**config.mk**
```make
export PLATFORM = sky130hd
export DESIGN_NAME = spi_transceiver
export DESIGN_NICKNAME = d
export VERILOG_FILES = /design/src/rtl/spi_transceiver.sv
export SDC_FILE = /design/constraint.sdc
export NUM_CORES = 1
export LEC_CHECK = 0
export CAP_MARGIN = 40
export CORE_MARGIN = 2
export CORE_UTILIZATION = 56
export CTS_BUF_LIST = sky130_fd_sc_hd__clkbuf_8
export DETAILED_ROUTE_END_ITERATION = 16
export HOLD_SLACK_MARGIN = 0.06
export PLACE_DENSITY = 0.83
export SLEW_MARGIN = 20
export SYNTH_ARGS = -nofsm -noshare
export SYNTH_HDL_FRONTEND = slang
export SYNTH_SLANG_ARGS = --single-unit
```
**constraint.sdc**
```tcl
create_clock -name i_clk -period 4.97 [get_ports i_clk]
set_input_delay 0.994 -clock i_clk [delete_from_list [all_inputs] [get_ports i_clk]]
set_output_delay 0.994 -clock i_clk [all_outputs]
set_load 0.01 [all_outputs]
```
**src/rtl/spi_transceiver.sv**
```systemverilog
// Byte-wide SPI master front end: handshake, CS framing, shift registers and
// control of an external SCLK divider. All four CPOL/CPHA modes are supported.
module spi_transceiver #(
  parameter int CS_SETUP = 2,
  parameter int CS_HOLD  = 2
) (
  input  logic       i_clk,
  input  logic       i_rst_n,
  input  logic [7:0] i_tx_data,
  input  logic       i_tx_valid,
  output logic       o_tx_ready,
  input  logic       i_cpol,
  input  logic       i_cpha,
  input  logic       i_hold_cs,
  output logic [7:0] o_rx_data,
  output logic       o_rx_valid,
  output logic       o_div_start_n,
  input  logic       i_div_ready,
  input  logic       i_div_sclk,
  input  logic       i_div_lead,
  input  logic       i_div_trail,
  output logic       o_sclk,
  output logic       o_mosi,
  output logic       o_cs_n,
  input  logic       i_miso
);

  typedef enum logic [2:0] {IDLE, SETUP, START, SHIFT, HOLD} state_t;

  localparam logic [7:0] SETUP_LAST = 8'(CS_SETUP - 1);
  localparam logic [7:0] HOLD_LAST  = 8'(CS_HOLD - 1);

  state_t     state_reg, state_next;
  logic [7:0] cnt_reg;
  logic [3:0] bit_cnt_reg;
  logic [7:0] tx_sr_reg;
  logic [7:0] rx_sr_reg;
  logic [7:0] rx_data_reg;
  logic       rx_valid_reg;
  logic       mosi_reg;
  logic       cpol_reg;
  logic       cpha_reg;
  logic       hold_reg;

  logic accept;
  logic sample_stb;
  logic drive_stb;
  logic bits_done;

  assign accept    = i_tx_valid && (state_reg == IDLE);
  assign bits_done = (bit_cnt_reg == 4'd8);

  // Strobes only matter while shifting; the saturated counter also blocks the 8th CPHA=0 trail.
  assign sample_stb = (state_reg == SHIFT) && !bits_done && (cpha_reg ? i_div_trail : i_div_lead);
  assign drive_stb  = (state_reg == SHIFT) && !bits_done && (cpha_reg ? i_div_lead : i_div_trail);

  always_ff @(posedge i_clk) begin
    if (!i_rst_n) begin
      state_reg <= IDLE;
    end else begin
      state_reg <= state_next;
    end
  end

  always_comb begin
    state_next = state_reg;
    case (state_reg)
      IDLE:    if (accept) state_next = SETUP;
      SETUP:   if (cnt_reg == SETUP_LAST) state_next = START;
      START:   if (i_div_ready) state_next = SHIFT;
      SHIFT:   if (bits_done && i_div_ready) state_next = HOLD;
      HOLD:    if (cnt_reg == HOLD_LAST) state_next = IDLE;
      default: state_next = IDLE;
    endcase
  end

  always_comb begin
    o_tx_ready    = (state_reg == IDLE);
    o_div_start_n = !((state_reg == START) && i_div_ready);
    o_cs_n        = (state_reg == IDLE) ? !hold_reg : 1'b0;
    o_mosi        = mosi_reg && !o_cs_n;
    o_sclk        = i_div_sclk ^ cpol_reg;
    o_rx_data     = rx_data_reg;
    o_rx_valid    = rx_valid_reg;
  end

  // Phase counter for SETUP/HOLD restarts on every state change.
  always_ff @(posedge i_clk) begin
    if (!i_rst_n) begin
      cnt_reg <= 8'd0;
    end else if (state_next != state_reg) begin
      cnt_reg <= 8'd0;
    end else if ((state_reg == SETUP) || (state_reg == HOLD)) begin
      cnt_reg <= cnt_reg + 8'd1;
    end
  end

  always_ff @(posedge i_clk) begin
    if (!i_rst_n) begin
      bit_cnt_reg  <= 4'd0;
      tx_sr_reg    <= 8'd0;
      rx_sr_reg    <= 8'd0;
      rx_data_reg  <= 8'd0;
      rx_valid_reg <= 1'b0;
      mosi_reg     <= 1'b0;
      cpol_reg     <= 1'b0;
      cpha_reg     <= 1'b0;
      hold_reg     <= 1'b0;
    end else begin
      rx_valid_reg <= 1'b0;
      if (accept) begin
        cpol_reg    <= i_cpol;
        cpha_reg    <= i_cpha;
        hold_reg    <= i_hold_cs;
        bit_cnt_reg <= 4'd0;
        // CPHA=0 presents bit7 before the first edge; CPHA=1 waits for the first lead.
        if (i_cpha) begin
          tx_sr_reg <= i_tx_data;
          mosi_reg  <= 1'b0;
        end else begin
          tx_sr_reg <= {i_tx_data[6:0], 1'b0};
          mosi_reg  <= i_tx_data[7];
        end
      end else begin
        if (drive_stb) begin
          mosi_reg  <= tx_sr_reg[7];
          tx_sr_reg <= {tx_sr_reg[6:0], 1'b0};
        end
        if (sample_stb) begin
          rx_sr_reg   <= {rx_sr_reg[6:0], i_miso};
          bit_cnt_reg <= bit_cnt_reg + 4'd1;
        end
        if ((state_reg == SHIFT) && (state_next == HOLD)) begin
          rx_data_reg  <= rx_sr_reg;
          rx_valid_reg <= 1'b1;
        end
      end
    end
  end

endmodule

```
==> run_results.csv, run 1 <==
group,metric,value,unit
pwr,combPwrFrac,15.0,%
clock_network,clk_pin_slew,90,ps
setup_path,critPathArrivalTime,2170,ps
clock_network,cts_hold_buffers,0,
drt,finalWirelength,3908,um
synth,yosysMostFrequentCell,"dfxtp_1",
clock_network,cts.sinks,44,
sta,slew_headroom,53.66,%
place,pre_cts_slack,1802,ps
setup_path,crit_chain,"clkdlybuf4s50_1 > xor2_1 > clkdlybuf4s50_1",
run_status,status,"finished clean",
layout,syn_to_final_growth,21.95,%
layout,fin_cells,298,
global_route,gr-total-overflow,0,
layout,drive_gt1_share,8.800,%
synth,synth_cell_types,40,
pwr,ir_drop,0.2387,mV
pwr,swShare,26.51,%
die,die_h,64.79,um
min_path,hp-class,"flop to flop",
sta,fin_hold_ws,472.6,ps
layout,fill_cells,307,
global_route,grt_usage,20.74,%
clock_network,cts_resized,0,
die,io_pins,33,
sta,rsz0062_at_grt,"false",
synth,yosys-top-cells-area,"dfxtp_1, mux2i_1, nor2_1, mux2_2, a21oi_1",
sta,worst-slew-pin-transition,694.4,ps
setup_path,max_stage_delay,550,ps
global_route,grt_start_max_net_pins,25,
synth,synth_edf_count,0,
clock_network,numCtsBuffers,5,
place,dpl_cell_area,0.002409,mm2
synth,ys_seq_area_share,42.56,%
synth,synth_ff_type,"dfxtp_1",
synth,synth_area_per_cell,9.364,um2
drt,vias_per_cell,5.540,
place,dp_cells,290,
sta,setup_tns,0,ps
job,cap_violations,0,
pwr,clkPwrFrac,35.6,%
drt,dr.pass1.iters,4,
sta,slew_violations,0,
die,initial_core_util,57.39,%
pwr,cellLeakagePower,0.8951,nW
sta,skew,6.374,ps
synth,synth_cells,221,
setup_path,worstSetupPathType,"input port to output port",
setup_path,path_buf_inv,2,
synth,synth_warnings,0,
synth,synth_top_cell_area_share,42.56,%
sta,finalCritPeriodShare,63.67,%
pwr,netSwitchingPower,208.2,uW
pwr,p_int,577.3,uW
setup_path,setup.worst_path.start,"i_div_sclk",
die,dieArea,0.004198,mm2
die,rows,22,
setup_path,path_max_fanout,1,
layout,nets,272,
clock_network,clock_latency,300,ps
synth,yosysTopAreaCell,"dfxtp_1",
sta,fin_ws,1806,ps
synth,synth_nets,244,
layout,final_cell_area,0.002524,mm2
place,place.gp.congestion,0.7546,
setup_path,cpMostUsedCell,"clkdlybuf4s50_1",
synth,synth_common_cells,"dfxtp_1, mux2i_1, nor2_1",
drt,routedWlPerCell,13.11,um
min_path,holdCritStartpoint,"hold_reg",
setup_path,required,3980,ps
clock_network,htreeDepth,2,
clock_network,root_buffer,"clkbuf_8",
place,port_buffers,32,
pwr,p_seq_share,49.4,%
clock_network,cts_tree,"done",
setup_path,start_kind,"input port",
die,die_w,64.79,um
synth,async_reset_ff_share,0,%
die,core_area,0.003606,mm2
sta,finalSetupViolCount,0,
clock_network,post_cts_buffers,0,
drt,postRouteAntennaNets,0,
pwr,power_density,311.3,mW/mm2
clock_network,cts_max_path_buffers,2,
setup_path,slowest_stage,"clkdlybuf4s50_1",
drt,drc,0,
layout,final_util,69.99,%
setup_path,end_kind,"output port",
place,hpwlAfterDp,2717,um
global_route,antenna_found_initial,0,
setup_path,rrSetupSlack,2890,ps
drt,vias,1651,
sta,fmax,0.3160,GHz
pwr,power,785.6,uW
setup_path,crit_family,"buffers and inverters",
synth,synth-seq-cells,44,
synth,syn_area,0.002069,mm2
global_route,grt_pass1_wl,6699,um
sta,finalHoldViolations,0,
setup_path,rr_startpoint,"state_reg[1]",
drt,drt_iter0_markers,77,
sta,min_period,3164,ps
layout,diodes,0,
global_route,grt_pass1_vias,1472,
## layer usage
metal	vias up	share of wire, %	GRT usage, %
li1	842	-	-
met5	-	0	0
met2	33	48	31.31
met3	8	4.1	6.424
met4	0	2.1	8.777
met1	768	46	27.35
## cell type report
cell class	instances	area (um2)	area share, %
Timing Repair Buffer	34	339.1	13.44
Tap cell	48	60.06	2.380
Clock inverter	3	46.29	1.834
Clock buffer	5	68.82	2.727
Sequential cell	44	880.8	34.90
Inverter	6	22.52	0.8924
Multi-Input combinational cell	158	1106	43.83
## placed cells by master (no fill, tap or decap), types with 2 or more instances in the layout
cell	n
nor2b_1	3
nand3b_1	2
nor2_1	25
nor4_1	4
a21oi_1	16
xnor2_1	9
dfxtp_1	44
inv_1	6
nor3_1	10
clkbuf_8	5
nor3_2	2
ha_1	4
nor4b_1	2
clkdlybuf4s50_1	32
or3_1	2
nand2_1	10
mux2_2	8
mux2i_1	28
nand3_1	7
o21ai_0	9
## power by group through the flow
stage	clock network (mW)	logic, mW	registers, mW
2_1_floorplan	0	0.0849	0.386
3_3_place_gp	0	0.116	0.395
3_5_place_dp	0	0.118	0.396
4_1_cts	0.284	0.118	0.388
5_1_grt	0.302	0.132	0.391
6_report	0.280	0.118	0.388
## cell families (layout without fill, tap and decap cells)
group,count (synthesis),count (layout),share of synthesized area [%]
AND/OR/NAND/NOR,75,75,18.98
flip-flops,44,44,42.56
multiplexers,36,36,17.90
AO/OA/AOI/OAI,33,33,9.674
buffers and inverters,19,48,4.232
XOR/XNOR,10,10,4.232
adder cells (fa/ha/maj),4,4,2.418
## tightest hold or removal path, stage by stage, from the launching register on
cell	delay, ps
dfxtp_1	320
nand2_1	50
a21oi_1	50
## final timing paths
check,end,depth (start not counted)
setup reg to reg,tx_sr_reg[3],4
hold reg to reg,hold_reg,2
hold / removal,hold_reg,2
setup / recovery,o_sclk,3
Note: power is estimated with default switching activity, not from simulation.
==> run 2, diff against run 1 <==
--- a/config.mk
+++ b/config.mk
@@ -7,11 +7,11 @@
 export LEC_CHECK = 0
 export CAP_MARGIN = 40
 export CORE_MARGIN = 2
-export CORE_UTILIZATION = 56
+export CORE_UTILIZATION = 55
 export CTS_BUF_LIST = sky130_fd_sc_hd__clkbuf_8
 export DETAILED_ROUTE_END_ITERATION = 16
 export HOLD_SLACK_MARGIN = 0.06
-export PLACE_DENSITY = 0.83
+export PLACE_DENSITY = 0.82
 export SLEW_MARGIN = 20
 export SYNTH_ARGS = -nofsm -noshare
 export SYNTH_HDL_FRONTEND = slang
==> constraint.sdc (replaced) <==
create_clock -name i_clk -period 3.02 [get_ports i_clk]
set_input_delay 0.604 -clock i_clk [delete_from_list [all_inputs] [get_ports i_clk]]
set_output_delay 0.604 -clock i_clk [all_outputs]
set_load 0.01 [all_outputs]
==> run 2 against run 1 <==
  * Critical path depth shrank 1
  * Routed wire length shrank 0.28%
  * Count of clock-buffer cells in the layout grew 2
  * Clock power grew 73%
  * Design area grew 1.2%
  * Clock skew grew 1.8 ps
==> run_results.csv, run 2 (synthesized netlist as in run 1, its figures left out) <==
group,metric,value,unit
global_route,grt_pass1_vias,1455,
layout,layout_common_cells,"dfxtp_1, clkdlybuf4s50_1, mux2i_1",
job,cap_violations,0,
pwr,combPwrFrac,15.6,%
clock_network,cts_hold_buffers,0,
clock_network,clk_pin_slew,80,ps
setup_path,crit_family,"buffers and inverters",
sta,setup_tns,0,ps
global_route,grt_pass1_wl,6513,um
setup_path,end_kind,"output port",
layout,diodes,0,
setup_path,crit_chain,"nor3_1 > clkdlybuf4s50_1",
setup_path,slowest_stage,"clkdlybuf4s50_1",
layout,final_common_cell,"dfxtp_1",
die,io_pins,33,
setup_path,path_max_fanout,13,
pwr,p_int,999.2,uW
die,dieArea,0.004269,mm2
drt,postRouteAntennaNets,0,
clock_network,clock_latency,300,ps
layout,drive_gt1_share,9.881,%
global_route,gr-total-overflow,0,
sta,slew_headroom,61.10,%
global_route,gr-usage-met2,32.53,%
clock_network,root_buffer,"clkbuf_8",
sta,slew_violations,0,
sta,skew,8.200,ps
global_route,grt_use_met3,4.110,%
pwr,netSwitchingPower,328.2,uW
sta,finalCritPeriodShare,84.68,%
pwr,p_seq_share,47.8,%
layout,nets,275,
die,initial_core_util,56.96,%
drt,dr.pass1.iters,4,
pwr,clkPwrFrac,36.6,%
clock_network,post_cts_buffers,0,
clock_network,cts.sinks,44,
setup_path,required,2420,ps
clock_network,cts_resized,0,
place,port_buffers,32,
sta,finalSetupViolCount,0,
global_route,grt_usage,19.72,%
min_path,hp-class,"flop to flop",
setup_path,path_buf_inv,1,
pwr,swShare,24.72,%
drt,vias_per_cell,5.409,
die,die_h,65.34,um
layout,final_cell_area,0.002554,mm2
clock_network,cts_max_path_buffers,2,
sta,min_period,2557,ps
die,rows,22,
pwr,ir_drop,0.4596,mV
place,place.gp.congestion,0.8097,
die,core_area,0.003633,mm2
drt,vias,1628,
setup_path,max_stage_delay,650,ps
drt,drc,0,
clock_network,numCtsBuffers,5,
layout,syn_to_final_growth,23.40,%
setup_path,worstSetupPathType,"flop to output port",
sta,rsz0062_at_grt,"false",
global_route,antenna_found_initial,0,
global_route,use_met1,24.86,%
pwr,power_density,519.8,mW/mm2
layout,final_util,70.28,%
drt,drt_iter0_markers,60,
place,pre_cts_slack,585.1,ps
run_status,status,"finished clean",
sta,finalHoldViolations,0,
global_route,grt_start_max_net_pins,22,
setup_path,critPathArrivalTime,1950,ps
die,die_w,65.34,um
drt,finalWirelength,3897,um
drt,routedWlPerCell,12.95,um
place,dpl_cell_area,0.002427,mm2
setup_path,rrSetupSlack,1010,ps
clock_network,htreeDepth,2,
clock_network,cts_tree,"done",
setup_path,start_kind,"flop",
global_route,busiest_layer,"met2",
sta,fin_ws,462.7,ps
sta,fmax,0.3910,GHz
sta,worst-slew-pin-transition,579.1,ps
place,hpwlAfterDp,2636,um
pwr,cellLeakagePower,0.9192,nW
-- run 2: worst reg2reg max path: cells and delay by family, from the launching register on --
kind	cells	cell delay (ps)
and+or+nand+nor	2	1060
AOI/OAI and AO/OA	2	370
DFF	1	450
-- run 2: per-stage QoR --
step / power [mW] / hold WS [ps] / instances
4_1_cts: 1.338 / 469.4 / 301
3_5_place_dp: 0.8545 / 456.3 / 293
5_1_grt: 1.385 / 484.4 / 301
6_report: 1.327 / 469.9 / 301
3_3_place_gp: 0.8483 / 449.0 / 293
2_1_floorplan: 0.7752 / 436.5 / 221
-- run 2: final cells by class --
cell class / count / area [um2]
clock buffer: 7 / 96.34
sequential: 44 / 880.8
multi-input combinational: 158 / 1106
fill: 293 / 1080
clock inverter: 1 / 30.03
timing repair buffer: 37 / 357.8
inverter: 6 / 22.52
tap: 48 / 60.06
-- run 2: worst paths after layout --
kind	to	startpoint	depth (start not counted)
hold reg to reg	hold_reg	hold_reg	2
hold / removal	hold_reg	hold_reg	2
setup / recovery	o_tx_ready	state_reg[0]	2
setup reg to reg	tx_sr_reg[2]	state_reg[0]	4
-- run 2: power by group through the flow --
stage	clock (mW)	combinational, mW	sequential, mW
floorplan	0	0.140	0.635
detailed placement	0	0.207	0.648
global route	0.516	0.231	0.638
global placement	0	0.202	0.646
CTS	0.495	0.209	0.634
finish	0.485	0.208	0.634
-- run 2: routing by layer --
| metal | vias up | wire (um) | share of wire (%) |
|---|---|---|---|
| li1 | 849 | - | - |
| met1 | 752 | 1887 | 48 |
| met2 | 20 | 1811 | 46 |
| met3 | 7 | 121 | 3.1 |
| met4 | 0 | 76 | 2.0 |
| met5 | - | 0 | 0 |
